`config.mk`:
```
export PLATFORM = sky130hd
export DESIGN_NAME = alu_arbiter
export DESIGN_NICKNAME = d
export VERILOG_FILES = /design/src/rtl/alu_arb_pkg.sv /design/src/rtl/alu_arb_tag_fifo.sv /design/src/rtl/alu_arbiter.sv
export SDC_FILE = /design/constraint.sdc
export NUM_CORES = 1
export LEC_CHECK = 0
export CORE_ASPECT_RATIO = 0.5
export CORE_MARGIN = 1
export CORE_UTILIZATION = 33
export CTS_CLUSTER_DIAMETER = 50
export CTS_CLUSTER_SIZE = 30
export DETAILED_ROUTE_END_ITERATION = 10
export PLACE_DENSITY = 0.79
export SLEW_MARGIN = 20
export SYNTH_ARGS = -nofsm -noshare
export SYNTH_HDL_FRONTEND = slang
export SYNTH_SLANG_ARGS = --single-unit
```
`constraint.sdc`:
```
create_clock -name CLK -period 4.6 [get_ports CLK]
set_input_delay 1.15 -clock CLK [delete_from_list [all_inputs] [get_ports CLK]]
set_output_delay 1.15 -clock CLK [all_outputs]
set_load 0.005 [all_outputs]
```
`src/rtl/alu_arb_pkg.sv`:
```
// Shared types and helpers for the ALU arbiter: opcode widths, FSM states,
// the registered ALU operation bundle and the round-robin search.
package alu_arb_pkg;

    localparam int OP_WIDTH   = 4;
    localparam int MOVI_WIDTH = 2;
    localparam int ALU_DW     = 8;

    typedef enum logic [0:0] {
        IDLE  = 1'b0,
        ISSUE = 1'b1
    } arb_state_t;

    typedef struct packed {
        logic [OP_WIDTH-1:0]   op;
        logic [MOVI_WIDTH-1:0] movi;
        logic [ALU_DW-1:0]     a;
        logic [ALU_DW-1:0]     b;
        logic [ALU_DW-1:0]     mem;
        logic [ALU_DW-1:0]     imm;
    } alu_op_t;

    // First valid requester at or above ptr, wrapping at n (n <= 8).
    function automatic logic [2:0] rr_pick(input logic [7:0] vld,
                                           input logic [2:0] ptr,
                                           input logic [3:0] n);
        logic [2:0] win;
        logic       found;
        logic       hit;
        logic [3:0] idx;
        win   = 3'd0;
        found = 1'b0;
        for (int k = 0; k < 8; k++) begin
            idx   = {1'b0, ptr} + 4'(k);
            idx   = (idx >= n) ? (idx - n) : idx;
            hit   = !found && (4'(k) < n) && vld[idx[2:0]];
            win   = hit ? idx[2:0] : win;
            found = found | hit;
        end
        return win;
    endfunction

endpackage

```
`src/rtl/alu_arb_tag_fifo.sv`:
```
// In-order FIFO of requester tags for operations issued to the ALU and not
// yet answered. A push into a full FIFO is accepted when a pop happens alongside.
module alu_arb_tag_fifo #(
    parameter int WIDTH = 2,
    parameter int DEPTH = 4
) (
    input  logic                         clk,
    input  logic                         rst_n,
    input  logic                         push,
    input  logic                         pop,
    input  logic [WIDTH-1:0]             din,
    output logic [WIDTH-1:0]             dout,
    output logic                         empty,
    output logic                         full,
    output logic [$clog2(DEPTH+1)-1:0]   count
);

    localparam int PW = $clog2(DEPTH);
    localparam int CW = $clog2(DEPTH + 1);

    logic [WIDTH-1:0] mem_r [DEPTH];
    logic [PW-1:0]    wr_ptr_r;
    logic [PW-1:0]    rd_ptr_r;
    logic [CW-1:0]    count_r;
    logic             do_push_s;
    logic             do_pop_s;

    assign empty     = (count_r == CW'(0));
    assign full      = (count_r == CW'(DEPTH));
    assign count     = count_r;
    assign dout      = mem_r[rd_ptr_r];
    assign do_pop_s  = pop & ~empty;
    assign do_push_s = push & (~full | do_pop_s);

    // Storage, pointers and occupancy; pointers wrap naturally as DEPTH is a power of 2.
    always_ff @(posedge clk or negedge rst_n) begin
        if (!rst_n) begin
            for (int i = 0; i < DEPTH; i++) begin
                mem_r[i] <= '0;
            end
            wr_ptr_r <= '0;
            rd_ptr_r <= '0;
            count_r  <= '0;
        end else begin
            if (do_push_s) begin
                mem_r[wr_ptr_r] <= din;
                wr_ptr_r        <= wr_ptr_r + PW'(1);
            end
            if (do_pop_s) begin
                rd_ptr_r <= rd_ptr_r + PW'(1);
            end
            case ({do_push_s, do_pop_s})
                2'b10:   count_r <= count_r + CW'(1);
                2'b01:   count_r <= count_r - CW'(1);
                default: count_r <= count_r;
            endcase
        end
    end

endmodule

```
`src/rtl/alu_arbiter.sv`:
```
// Round-robin sharing of one ALU among NUM_REQ requesters; results are
// routed back to the issuing requester through an in-order tag FIFO.
module alu_arbiter
    import alu_arb_pkg::*;
#(
    parameter int NUM_REQ    = 4,
    parameter int DATA_WIDTH = ALU_DW,
    parameter int MAX_OUTST  = 4
) (
    input  logic                              CLK,
    input  logic                              RST,
    input  logic [NUM_REQ-1:0]                REQ_VLD,
    output logic [NUM_REQ-1:0]                REQ_RDY,
    input  logic [NUM_REQ*OP_WIDTH-1:0]       REQ_OP,
    input  logic [NUM_REQ*MOVI_WIDTH-1:0]     REQ_MOVI,
    input  logic [NUM_REQ*DATA_WIDTH-1:0]     REQ_REG_A,
    input  logic [NUM_REQ*DATA_WIDTH-1:0]     REQ_REG_B,
    input  logic [NUM_REQ*DATA_WIDTH-1:0]     REQ_MEM,
    input  logic [NUM_REQ*DATA_WIDTH-1:0]     REQ_IMM,
    output logic                              ALU_ACT,
    output logic [OP_WIDTH-1:0]               ALU_OP,
    output logic [MOVI_WIDTH-1:0]             ALU_MOVI,
    output logic [DATA_WIDTH-1:0]             ALU_REG_A,
    output logic [DATA_WIDTH-1:0]             ALU_REG_B,
    output logic [DATA_WIDTH-1:0]             ALU_MEM,
    output logic [DATA_WIDTH-1:0]             ALU_IMM,
    input  logic                              ALU_RDY,
    input  logic [DATA_WIDTH-1:0]             EX_ALU,
    input  logic                              EX_ALU_VLD,
    output logic [NUM_REQ-1:0]                RES_VLD,
    output logic [DATA_WIDTH-1:0]             RES_DATA,
    output logic [$clog2(MAX_OUTST+1)-1:0]    OUTST_CNT,
    output logic                              ERR_UNEXP
);

    localparam int TW = (NUM_REQ > 1) ? $clog2(NUM_REQ) : 1;
    localparam int CW = $clog2(MAX_OUTST + 1);

    arb_state_t    state_r;
    arb_state_t    state_s;
    logic          act_r;
    logic          act_s;
    alu_op_t       op_r;
    alu_op_t       sel_s;
    logic [TW-1:0] tag_r;
    logic [TW-1:0] head_tag_s;
    logic [2:0]    ptr_r;
    logic [2:0]    win_s;
    logic [2:0]    ptr_nxt_s;
    logic [7:0]    vld_pad_s;
    logic          any_vld_s;
    logic          can_grant_s;
    logic          grant_s;
    logic          push_s;
    logic          pop_s;
    logic          fifo_empty_s;
    logic          fifo_full_s;
    logic [CW-1:0] cnt_s;
    logic [CW:0]   cnt_after_s;
    logic          err_r;

    // Arbitration; a pop in the same cycle is deliberately not credited.
    always_comb begin
        vld_pad_s              = 8'd0;
        vld_pad_s[NUM_REQ-1:0] = REQ_VLD;
        win_s       = rr_pick(vld_pad_s, ptr_r, 4'(NUM_REQ));
        any_vld_s   = |REQ_VLD;
        push_s      = act_r & ALU_RDY;
        pop_s       = EX_ALU_VLD & ~fifo_empty_s;
        cnt_after_s = {1'b0, cnt_s} + (CW+1)'(push_s);
        can_grant_s = RST & ~fifo_full_s
                    & ((state_r == IDLE) | ((state_r == ISSUE) & ALU_RDY))
                    & (cnt_after_s < (CW+1)'(MAX_OUTST));
        grant_s     = can_grant_s & any_vld_s;
        ptr_nxt_s   = (win_s == 3'(NUM_REQ - 1)) ? 3'd0 : (win_s + 3'd1);
    end

    // Grant strobes and operand selection of the winning requester.
    always_comb begin
        REQ_RDY = '0;
        sel_s   = '0;
        for (int i = 0; i < NUM_REQ; i++) begin
            REQ_RDY[i] = grant_s & (win_s == 3'(i));
            sel_s.op   = sel_s.op   | ({OP_WIDTH{win_s == 3'(i)}}   & REQ_OP[OP_WIDTH*i +: OP_WIDTH]);
            sel_s.movi = sel_s.movi | ({MOVI_WIDTH{win_s == 3'(i)}} & REQ_MOVI[MOVI_WIDTH*i +: MOVI_WIDTH]);
            sel_s.a    = sel_s.a    | ({DATA_WIDTH{win_s == 3'(i)}} & REQ_REG_A[DATA_WIDTH*i +: DATA_WIDTH]);
            sel_s.b    = sel_s.b    | ({DATA_WIDTH{win_s == 3'(i)}} & REQ_REG_B[DATA_WIDTH*i +: DATA_WIDTH]);
            sel_s.mem  = sel_s.mem  | ({DATA_WIDTH{win_s == 3'(i)}} & REQ_MEM[DATA_WIDTH*i +: DATA_WIDTH]);
            sel_s.imm  = sel_s.imm  | ({DATA_WIDTH{win_s == 3'(i)}} & REQ_IMM[DATA_WIDTH*i +: DATA_WIDTH]);
        end
    end

    // Issue FSM: ISSUE holds ALU_ACT until accepted, reloading back-to-back when possible.
    always_comb begin
        state_s = state_r;
        act_s   = act_r;
        case (state_r)
            IDLE: begin
                if (grant_s) begin
                    state_s = ISSUE;
                    act_s   = 1'b1;
                end else begin
                    state_s = IDLE;
                    act_s   = 1'b0;
                end
            end
            ISSUE: begin
                if (ALU_RDY && !grant_s) begin
                    state_s = IDLE;
                    act_s   = 1'b0;
                end else begin
                    state_s = ISSUE;
                    act_s   = 1'b1;
                end
            end
            default: begin
                state_s = IDLE;
                act_s   = 1'b0;
            end
        endcase
    end

    // State, ALU operation registers and round-robin pointer.
    always_ff @(posedge CLK or negedge RST) begin
        if (!RST) begin
            state_r <= IDLE;
            act_r   <= 1'b0;
            op_r    <= '0;
            tag_r   <= '0;
            ptr_r   <= 3'd0;
        end else begin
            state_r <= state_s;
            act_r   <= act_s;
            if (grant_s) begin
                op_r  <= sel_s;
                tag_r <= win_s[TW-1:0];
                ptr_r <= ptr_nxt_s;
            end else begin
                op_r  <= op_r;
                tag_r <= tag_r;
                ptr_r <= ptr_r;
            end
        end
    end

    // Sticky flag for a result that has no issued operation to belong to.
    always_ff @(posedge CLK or negedge RST) begin
        if (!RST) begin
            err_r <= 1'b0;
        end else if (EX_ALU_VLD && fifo_empty_s) begin
            err_r <= 1'b1;
        end else begin
            err_r <= err_r;
        end
    end

    // Result demux onto the requester at the head of the tag FIFO.
    always_comb begin
        RES_VLD = '0;
        for (int i = 0; i < NUM_REQ; i++) begin
            RES_VLD[i] = pop_s & (head_tag_s == TW'(i));
        end
    end

    alu_arb_tag_fifo #(
        .WIDTH (TW),
        .DEPTH (MAX_OUTST)
    ) u_tag_fifo (
        .clk   (CLK),
        .rst_n (RST),
        .push  (push_s),
        .pop   (pop_s),
        .din   (tag_r),
        .dout  (head_tag_s),
        .empty (fifo_empty_s),
        .full  (fifo_full_s),
        .count (cnt_s)
    );

    assign ALU_ACT   = act_r;
    assign ALU_OP    = op_r.op;
    assign ALU_MOVI  = op_r.movi;
    assign ALU_REG_A = op_r.a;
    assign ALU_REG_B = op_r.b;
    assign ALU_MEM   = op_r.mem;
    assign ALU_IMM   = op_r.imm;
    assign RES_DATA  = EX_ALU;
    assign OUTST_CNT = cnt_s;
    assign ERR_UNEXP = err_r;

endmodule
```
==> impl_metrics.tcl, run 1 <==
set metrics [dict create \
    ir_worst_vdd_v 0.000357 \
    routed_wl_um 11500 \
    path_delay_family "simple AND/OR/NAND/NOR gates" \
    critPathBufInv 4 \
    dr.pass1.iters 5 \
    cpMaxStageDelayCell "or4b_4" \
    power.density_nw_per_um2 703 \
    startpoint "REQ_VLD[3]" \
    rows 26 \
    hold_path.class "flip-flop to flip-flop" \
    root_buffer "clkbuf_16" \
    synth_area_um2 3490 \
    synth_fa_ha_area_share_pct 4.52 \
    yosysTopAreaCell "dfrtp_1" \
    synth.top_cell.area_share_pct 43.1 \
    synthTopCellsByArea "dfrtp_1 (43%), a22oi_1 (16%), a31oi_1 (7.4%), nor2_1 (5.0%), ha_1 (3.9%)" \
    hold_viol 0 \
    die_area_um2 11000 \
    crit_path_end "REQ_RDY[1]" \
    r2r-end "ALU_MOVI[0]" \
    avgSynthCellArea_um2 9.77 \
    synth_top_family_by_area "compound AO/OA/AOI/OAI gates" \
    required_ps 3450 \
    synth-compound-area-share_pct 28.2 \
    synth_simple_gate_area_share_pct 9.54 \
    critical_path_class "input pin to output port" \
    htree_levels 3 \
    diodes 0 \
    worst-path-max-fanout 3 \
    clkSlewWorstSetupHoldPaths_ps 50 \
    pin_count 227 \
    start_kind "input pin" \
    wl_per_cell_um 16.3 \
    slew_viol_final 0 \
    ctsHoldBuffers 0 \
    vias_per_cell 5.11 \
    dp_hpwl_um 8400 \
    worst-r2r-cell-count 12 \
    antenna_found_initial 0 \
    cp-end-kind "output port" \
    ant_nets 0 \
    ys_seq_area_share_pct 43.1 \
    final_net_count 741 \
    die-height_um 74.7 \
    r2r_start "ptr_r[1]" \
    cts_tree "built" \
    grt_usage_pct 20.5 \
    gr-total-overflow 0 \
    min_period_ps 4520 \
    syn_nets 537 \
    clockBufferDepth 2 \
    synthMuxAreaShare_pct 6.46 \
    fmax_mhz 221 \
    final_area_um2 6110 \
    postSynthCellCount 357 \
    clkLatencyLatePin_ps 320 \
    hold-worst-slack_ps 453 \
    dr.first_iter.drc_count 200 \
    die_x_um 147 \
    relSlewSlack_pct 43.5 \
    cp_num_cells 9 \
    portBuffers 210 \
    ys_ff_latch 60 \
    cts_inserted_buffers 9 \
    status "finished, final reports clean" \
    grt_pass1_vias 3458 \
    post_synth_xor_area_fraction_pct 1.51 \
    yosysUniqueCellTypes 39 \
    arrival_ps 3370 \
    start_util_pct 34.0 \
    r2r_setup_slack_ps 1320 \
    design.core.area_um2 10200 \
    grt_max_degree 87 \
    placed_area_um2 5710 \
    route.detailed.drc 0 \
    crit_chain "dlygate4sd2_1 > mux4_2 > or4b_4 > o211a_4 > buf_6 > inv_4 > ha_4 > and2_4 > clkdlybuf4s15_2" \
    gp_congestion 0.835 \
    synth_warnings 0 \
    layout-drive-gt1-share_pct 11.3 \
    tightest_slew_ps 848 \
    rsz0062_at_grt "false" \
    setup_viol_count_final 0 \
    grt_pass1_wl_um 17600 \
    critPathMaxStageDelay_ps 570 \
    maxCapViolations 0 \
    area_growth_pct 75.2 \
    vias 3608 \
    fin_worst_skew_ps 6.00 \
    clock_sinks 60 \
    finalCritPeriodShare_pct 98.3 \
    leakagePower_nw 2.42 \
]
[placed cells by master, fill, tap and decap left out, types with 2 or more instances in the layout]
cell type        netlist  final
mux4_2                 3      3
buf_2                  1      3
mux2_2                 9      9
inv_1                 15     14
clkdlybuf4s15_2        0      2
ha_1                  11      8
clkbuf_8               0      3
xor2_1                 2      2
and3_1                 2      2
a22oi_1               76     76
mux2i_1                3      3
buf_4                  8     19
a31oi_1               41     41
clkbuf_16              0      9
a211oi_1               2      2
nand2b_1               2      2
a21o_1                 2      2
xnor2_1                4      4
clkdlybuf4s50_1        0    201
and2_1                 4      3
dfrtp_1               60     60
ha_4                   0      2
nand2_1               13     13
dlygate4sd2_1          0      4
clkinv_2               0      2
nor3_1                 3      3
bufinv_16              0      2
o21ai_0                5      5
nand3_1                2      2
nor2_1                46     46
[worst min path at each step]
stage / end / depth (start not counted) / start
after CTS: ERR_UNEXP / 1 / ERR_UNEXP
after global placement: ERR_UNEXP / 1 / ERR_UNEXP
after floorplan: ERR_UNEXP / 1 / ERR_UNEXP
final: ERR_UNEXP / 1 / ERR_UNEXP
after global routing: ERR_UNEXP / 1 / ERR_UNEXP
after detailed placement: ERR_UNEXP / 1 / ERR_UNEXP
[final cells by class]
cell class                      count  area, um2
Fill cell                         904       4140
Timing Repair Buffer              230       2240
Multi-Input combinational cell    245       1800
Sequential cell                    60       1500
Clock buffer                       12        267
Tap cell                          140        175
Clock inverter                      4       70.1
Inverter                           15       58.8
[logic make-up after synthesis]
| logic type | after synthesis |
|---|---|
| buffers and inverters | 52 |
| xor gates and xnor gates | 6 |
| adders and majority gates | 12 |
| and+or+nand+nor | 76 |
| muxes | 16 |
| AOI/OAI and AO/OA | 135 |
| DFF | 60 |
[state kept, by name (all words and copies together), names as in the netlist, 3 cells and up]
register	count
u_tag_fifo.mem_r	8
ALU_REG_A	8
u_tag_fifo.count	3
ptr_r	3
ALU_OP	4
ALU_REG_B	8
ALU_MEM	8
ALU_IMM	8
[report_power, final]
part | internal (mW) | switching (mW) | leakage (nW)
Clock | 0.516 | 0.226 | 0.169
Combinational | 1.29 | 1.28 | 1.56
Sequential | 0.800 | 0.181 | 0.685
Total | 2.61 | 1.69 | 2.42
[per-stage QoR]
stage	utilization [%]	instances	TNS (ps)	setup WS (ps)	total power, mW
floorplan	-	357	0	22.4	2.43
global placement	55.7	685	-1080	-327	3.38
detailed placement	55.7	685	-1290	-383	3.45
CTS	59.6	706	0	85.5	4.32
global route	59.6	706	0	25.1	4.62
finish	59.6	706	0	78.1	4.30
[cell usage after synthesis]
| master | instances |
|---|---|
| a31oi_1 | 41 |
| nand3_1 | 2 |
| a211oi_1 | 2 |
| a21oi_4 | 1 |
| xnor2_1 | 4 |
| o21ba_1 | 1 |
| a22oi_1 | 76 |
| dfrtp_1 | 60 |
| or4b_4 | 1 |
| o21ai_0 | 5 |
| nor4_1 | 1 |
| xor2_1 | 2 |
| inv_1 | 15 |
| a41oi_1 | 1 |
| nor3b_1 | 1 |
| a21oi_2 | 1 |
| nor2_1 | 46 |
| fa_1 | 1 |
| and2_1 | 4 |
| buf_2 | 1 |
| buf_6 | 1 |
| nand2b_1 | 2 |
| mux4_1 | 1 |
| ha_1 | 11 |
| nor4b_1 | 1 |
| clkbuf_1 | 27 |
| buf_4 | 8 |
| a211o_1 | 1 |
| mux2i_1 | 3 |
| o211a_4 | 1 |
| mux2_2 | 9 |
| nor3_1 | 3 |
| nand2_1 | 13 |
| a21o_1 | 2 |
| a311o_1 | 1 |
| and3_1 | 2 |
| a2111oi_2 | 1 |
| mux4_2 | 3 |
| o22ai_1 | 1 |
[repair_timing]
item,CTS,global route
endpoints found under the hold margin,0,0
buffers inserted,5,0
gates resized for setup,29,0
setup endpoints to repair,4,0
[per-layer routing]
metal  global-route usage, %  part of all wire [%]
met5                       0                     0
met4                    6.64                   1.5
met3                    4.48                   4.1
met2                    37.2                    52
met1                    25.0                    42
Note: power is estimated with default switching activity, not from simulation.
==> inputs of run 2 (changes only) <==
- MAX_ROUTING_LAYER: not set -> met4
- PLACE_DENSITY: 0.79 -> 0.84
==> run 2 against run 1 <==
Non-clock buffer count down 2. Worst hold slack is essentially flat. Final cell count down 0.42%. Sequential power is essentially flat. First-iteration DRC count grew 21%. Cell area decreased by 1.2%. Count of clock-buffer cells in the layout grew 1. Core utilization fell by 0.72 points. Critical path depth stayed put. Register-to-register slack worse by 50 ps. Sequential cell count is the same.
==> impl_metrics.tcl, run 2 (synthesized netlist as in run 1, its figures left out) <==
set metrics [dict create \
    tightest_slew_ps 847 \
    layout_common_cells "clkdlybuf4s50_1 (201), a22oi_1 (76), dfrtp_1 (60)" \
    vias 3642 \
    swShare_pct 40.6 \
    start_kind "input pin" \
    fin_worst_skew_ps 5.98 \
    grt_pass1_vias 3639 \
    final_util_pct 58.9 \
    relSlewSlack_pct 43.5 \
    grt_pass1_wl_um 17700 \
    wl_per_cell_um 16.8 \
    dr.first_iter.drc_count 242 \
    die-height_um 74.7 \
    rows 26 \
    design_power_total_mw 4.16 \
    hold_path.class "flip-flop to flip-flop" \
    htree_levels 3 \
    r2r-end "ptr_r[0]" \
    cts_inserted_buffers 9 \
    routed_wl_um 11800 \
    worst-path-max-fanout 3 \
    clock_sinks 60 \
    diodes 0 \
    vias_per_cell 5.18 \
    antenna_found_initial 0 \
    critical_path_class "input pin to output port" \
    cts_tree "built" \
    maxCapViolations 0 \
    design.core.area_um2 10200 \
    power.share.combinational_pct 61.8 \
    dp_hpwl_um 8480 \
    worst-r2r-cell-count 12 \
    portBuffers 210 \
    setup_viol_count_final 0 \
    die_area_um2 11000 \
    fillers 907 \
    gr-total-overflow 0 \
    die_x_um 147 \
    p_int_mw 2.47 \
    clkSlewWorstSetupHoldPaths_ps 50 \
    power.density_nw_per_um2 689 \
    hold_viol 0 \
    r2r_start "ptr_r[1]" \
    finalCritPeriodShare_pct 99.7 \
    final_net_count 739 \
    seqPwrFrac_pct 23.6 \
    ir_worst_vdd_v 0.000383 \
    arrival_ps 3440 \
    r2r_setup_slack_ps 1270 \
    final_common_cell "clkdlybuf4s50_1" \
    leakagePower_nw 2.37 \
    rsz0062_at_grt "true" \
    required_ps 3450 \
    min_to "ERR_UNEXP" \
    switching_power_mw 1.69 \
    grt_usage_pct 21.5 \
    hold_depth 1 \
    grt_max_degree 87 \
    slew_viol_final 0 \
    root_buffer "clkbuf_16" \
    area_growth_pct 73.1 \
    clkPwrFrac_pct 14.5 \
    layout-drive-gt1-share_pct 10.7 \
    status "finished, final reports clean" \
    dr.pass1.iters 5 \
    fmax_mhz 218 \
    gp_congestion 0.864 \
    cp-end-kind "output port" \
    clkLatencyLatePin_ps 320 \
    min_period_ps 4590 \
    min-delay-start "ERR_UNEXP" \
    start_util_pct 34.0 \
    ant_nets 0 \
    pin_count 227 \
    clockBufferDepth 2 \
    route.detailed.drc 0 \
]
run 2: cell types whose count changed in the layout (fill, tap and decap cells not counted), sizes merged:
cell / previous run / this run
buf: 23 / 19
bufinv: 2 / 0
clkbuf: 12 / 14
dlygate4sd2: 4 / 5
run 2: worst max path at each step:
stage / cells after the start / slack (ps) / endpoint / startpoint
floorplan: 8 / 20 / REQ_RDY[1] / REQ_VLD[3]
global placement: 8 / -330 / REQ_RDY[1] / REQ_VLD[3]
detailed placement: 8 / -400 / REQ_RDY[1] / REQ_VLD[0]
CTS: 9 / 40 / REQ_RDY[1] / REQ_VLD[3]
global route: 9 / -5 / REQ_RDY[3] / REQ_VLD[0]
finish: 9 / 10 / REQ_RDY[3] / REQ_VLD[0]
run 2: per-layer routing:
metal  wire length [um]  vias to the layer above  global-route usage (%)
met1               4740                     1751                    23.6
met2               6240                      130                    39.0
li1                   -                     1738                       -
met4                241                        0                    8.36
met3                561                       23                    4.79
met5                  0                        -                       -
run 2: final cells by class:
type                            count  area [um2]  area share [%]
Clock buffer                       13         260            4.31
Multi-Input combinational cell    245        1810            30.0
Sequential cell                    60        1500            24.9
Timing Repair Buffer              228        2220            36.8
Clock inverter                      2        10.0           0.166
Tap cell                          140         175            2.90
Inverter                           15        56.3           0.933
run 2: metrics by stage:
stage               cells  hold WS, ps  TNS, ps  area (um2)  setup WS, ps
CTS                   703          458        0        6030          38.0
global placement      685          439    -1070        5710          -329
global route          703          479    -5.29        6040         -5.29
finish                703          453        0        6040          14.8
floorplan             357          451        0        3490          22.4
detailed placement    685          446    -1370        5710          -399
run 2: timing repair:
item,in CTS,in global routing
pin swaps,3,0
hold buffers,0,0
gates resized for setup,22,3
setup endpoints to repair,4,3
buffers inserted,3,0
run 2: power groups by stage:
stage                     logic, mW  clock network, mW  registers (mW)
after floorplan                1.46                  0           0.971
after global placement         2.41                  0           0.974
after detailed placement       2.48                  0           0.988
after CTS                      2.55              0.621           0.984
after global routing           2.80              0.648            1.02
final                          2.57              0.604           0.982
run 2: worst max-delay path, cell delays in order:
cell	delay [ps]
dlygate4sd2_1	260
mux4_2	480
or4b_4	550
o211a_4	280
buf_4	130
inv_2	70
ha_2	170
and2_1	120
clkdlybuf4s15_1	200
==> inputs of run 3 (changes only) <==
- REMOVE_ABC_BUFFERS: not set -> 1
==> run 3 against run 2 <==
Non-clock buffer count rose by 2. Power rose by 1.8%. Worst hold slack improved by 7.2 ps. Fmax rose by 0.40%. Global-route usage fell by 0.36 points. Wire length fell by 3.2%. Clock skew fell by 1.6 ps. Via count fell by 1.1%. Highest routed layer unchanged.
==> impl_metrics.tcl, run 3 (synthesized netlist as in run 1, its figures left out) <==
set metrics [dict create \
    die_area_um2 11000 \
    area_growth_pct 74.9 \
    dr.pass1.iters 5 \
    critical_path_class "input pin to output port" \
    fmax_mhz 219 \
    clkPwrFrac_pct 17.1 \
    gp_congestion 0.851 \
    worst-path-max-fanout 4 \
    place_ws_ps -364 \
    antenna_found_initial 0 \
    fillers 882 \
    die_x_um 147 \
    maxCapViolations 0 \
    final_area_um2 6100 \
    hold_path.class "flip-flop to flip-flop" \
    final_util_pct 59.5 \
    switching_power_mw 1.70 \
    regArea_um2 1500 \
    power.density_nw_per_um2 694 \
    route.detailed.drc 0 \
    cts_inserted_buffers 9 \
    routed_wl_um 11400 \
    swShare_pct 40.2 \
    diodes 0 \
    grt_usage_pct 21.1 \
    required_ps 3450 \
    die-height_um 74.7 \
    final_net_count 741 \
    cts_tree "built" \
    design_power_total_mw 4.23 \
    htree_levels 3 \
    layout_common_cells "clkdlybuf4s50_1 (204), a22oi_1 (76), dfrtp_1 (60)" \
    post_cts_buffers 0 \
    setup_slack_ps 33.0 \
    clkLatencyLatePin_ps 320 \
    cpMaxStageDelayCell "or4b_4" \
    wl_per_cell_um 16.1 \
    setup_viol_count_final 0 \
    ir_worst_vdd_v 0.000412 \
    start_util_pct 34.0 \
    leakagePower_nw 2.41 \
    final.setup.tns_ps 0 \
    rows 26 \
    placed_area_um2 5740 \
    status "finished, final reports clean" \
    grt_pass1_vias 3454 \
    grt_pass1_wl_um 17400 \
    p_int_mw 2.53 \
    relSlewSlack_pct 47.1 \
    final_common_cell "clkdlybuf4s50_1" \
    critPathMaxStageDelay_ps 590 \
    root_buffer "clkbuf_16" \
    pin_count 227 \
    min_period_ps 4570 \
    start_kind "input pin" \
    multi_input_comb_area_um2 1810 \
    rsz0062_at_grt "true" \
    hold_viol 0 \
    dp_hpwl_um 8330 \
    cp-end-kind "output port" \
    power.share.combinational_pct 59.6 \
    vias 3601 \
    finalCritPeriodShare_pct 99.3 \
    grt_max_degree 61 \
    arrival_ps 3420 \
    design.core.area_um2 10200 \
    clock_sinks 60 \
    gr-total-overflow 0 \
    seqPwrFrac_pct 23.4 \
    clkSlewWorstSetupHoldPaths_ps 50 \
    slew_viol_final 0 \
    layout-drive-gt1-share_pct 12.0 \
    fin_worst_skew_ps 4.39 \
    ant_nets 0 \
    crit_chain "clkdlybuf4s50_1 > mux4_2 > or4b_4 > o211a_4 > inv_2 > ha_2 > and2_1 > buf_2" \
    vias_per_cell 5.10 \
    tightest_slew_ps 793 \
    portBuffers 210 \
    dr.first_iter.drc_count 232 \
    clockBufferDepth 2 \
    ctsHoldBuffers 0 \
]
## run 3: area by class of cell
type / count / area share [%]
repair buffers: 230 / 36.6
multi-input cells: 245 / 29.7
flip-flops and latches: 60 / 24.6
clock buffers: 9 / 3.69
well taps: 140 / 2.87
clock inverters: 7 / 1.60
inverters: 15 / 0.964
## run 3: power groups by stage
| stage | Combinational [mW] | Clock (mW) | Sequential (mW) |
|---|---|---|---|
| 2_1_floorplan | 1.39 | 0 | 0.988 |
| 3_3_place_gp | 2.43 | 0 | 0.978 |
| 3_5_place_dp | 2.47 | 0 | 0.997 |
| 4_1_cts | 2.53 | 0.742 | 0.991 |
| 5_1_grt | 2.77 | 0.767 | 1.03 |
| 6_report | 2.52 | 0.723 | 0.989 |
## run 3: worst paths after layout
path / endpoint / depth (start not counted) / slack [ps] / start
worst min-delay path: ERR_UNEXP / 1 / 460 / ERR_UNEXP
max in group asynchronous: ALU_IMM[2] / 2 / 3050 / RST
worst max register to register: ptr_r[0] / 10 / 1340 / ptr_r[0]
min in group asynchronous: state_r / 2 / 1000 / RST
worst min register to register: ERR_UNEXP / 1 / 460 / ERR_UNEXP
worst max-delay path: REQ_RDY[3] / 8 / 30 / REQ_VLD[3]
## run 3: layer usage
layer	track usage, %	share of wire (%)
met4	6.53	1.6
met5	-	0
met3	4.30	4.4
met2	37.5	53
met1	24.7	41
## run 3: through the flow
step	hold WS [ps]	cells
after floorplan	451	320
after global placement	451	690
after detailed placement	460	690
after CTS	471	706
after global routing	497	706
final	460	706
## run 3: what timing repair did
action	CTS	global route
gates resized for setup	28	3
endpoints found under the setup margin	4	3
pin swaps	3	3
## run 3: worst max-delay path, delay by kind of cell
family                     cells  cell delay (ps)
adders and majority gates      1              180
and+or+nand+nor                2              710
AOI/OAI and AO/OA              1              280
muxes                          1              510
buffers and inverters          3              600
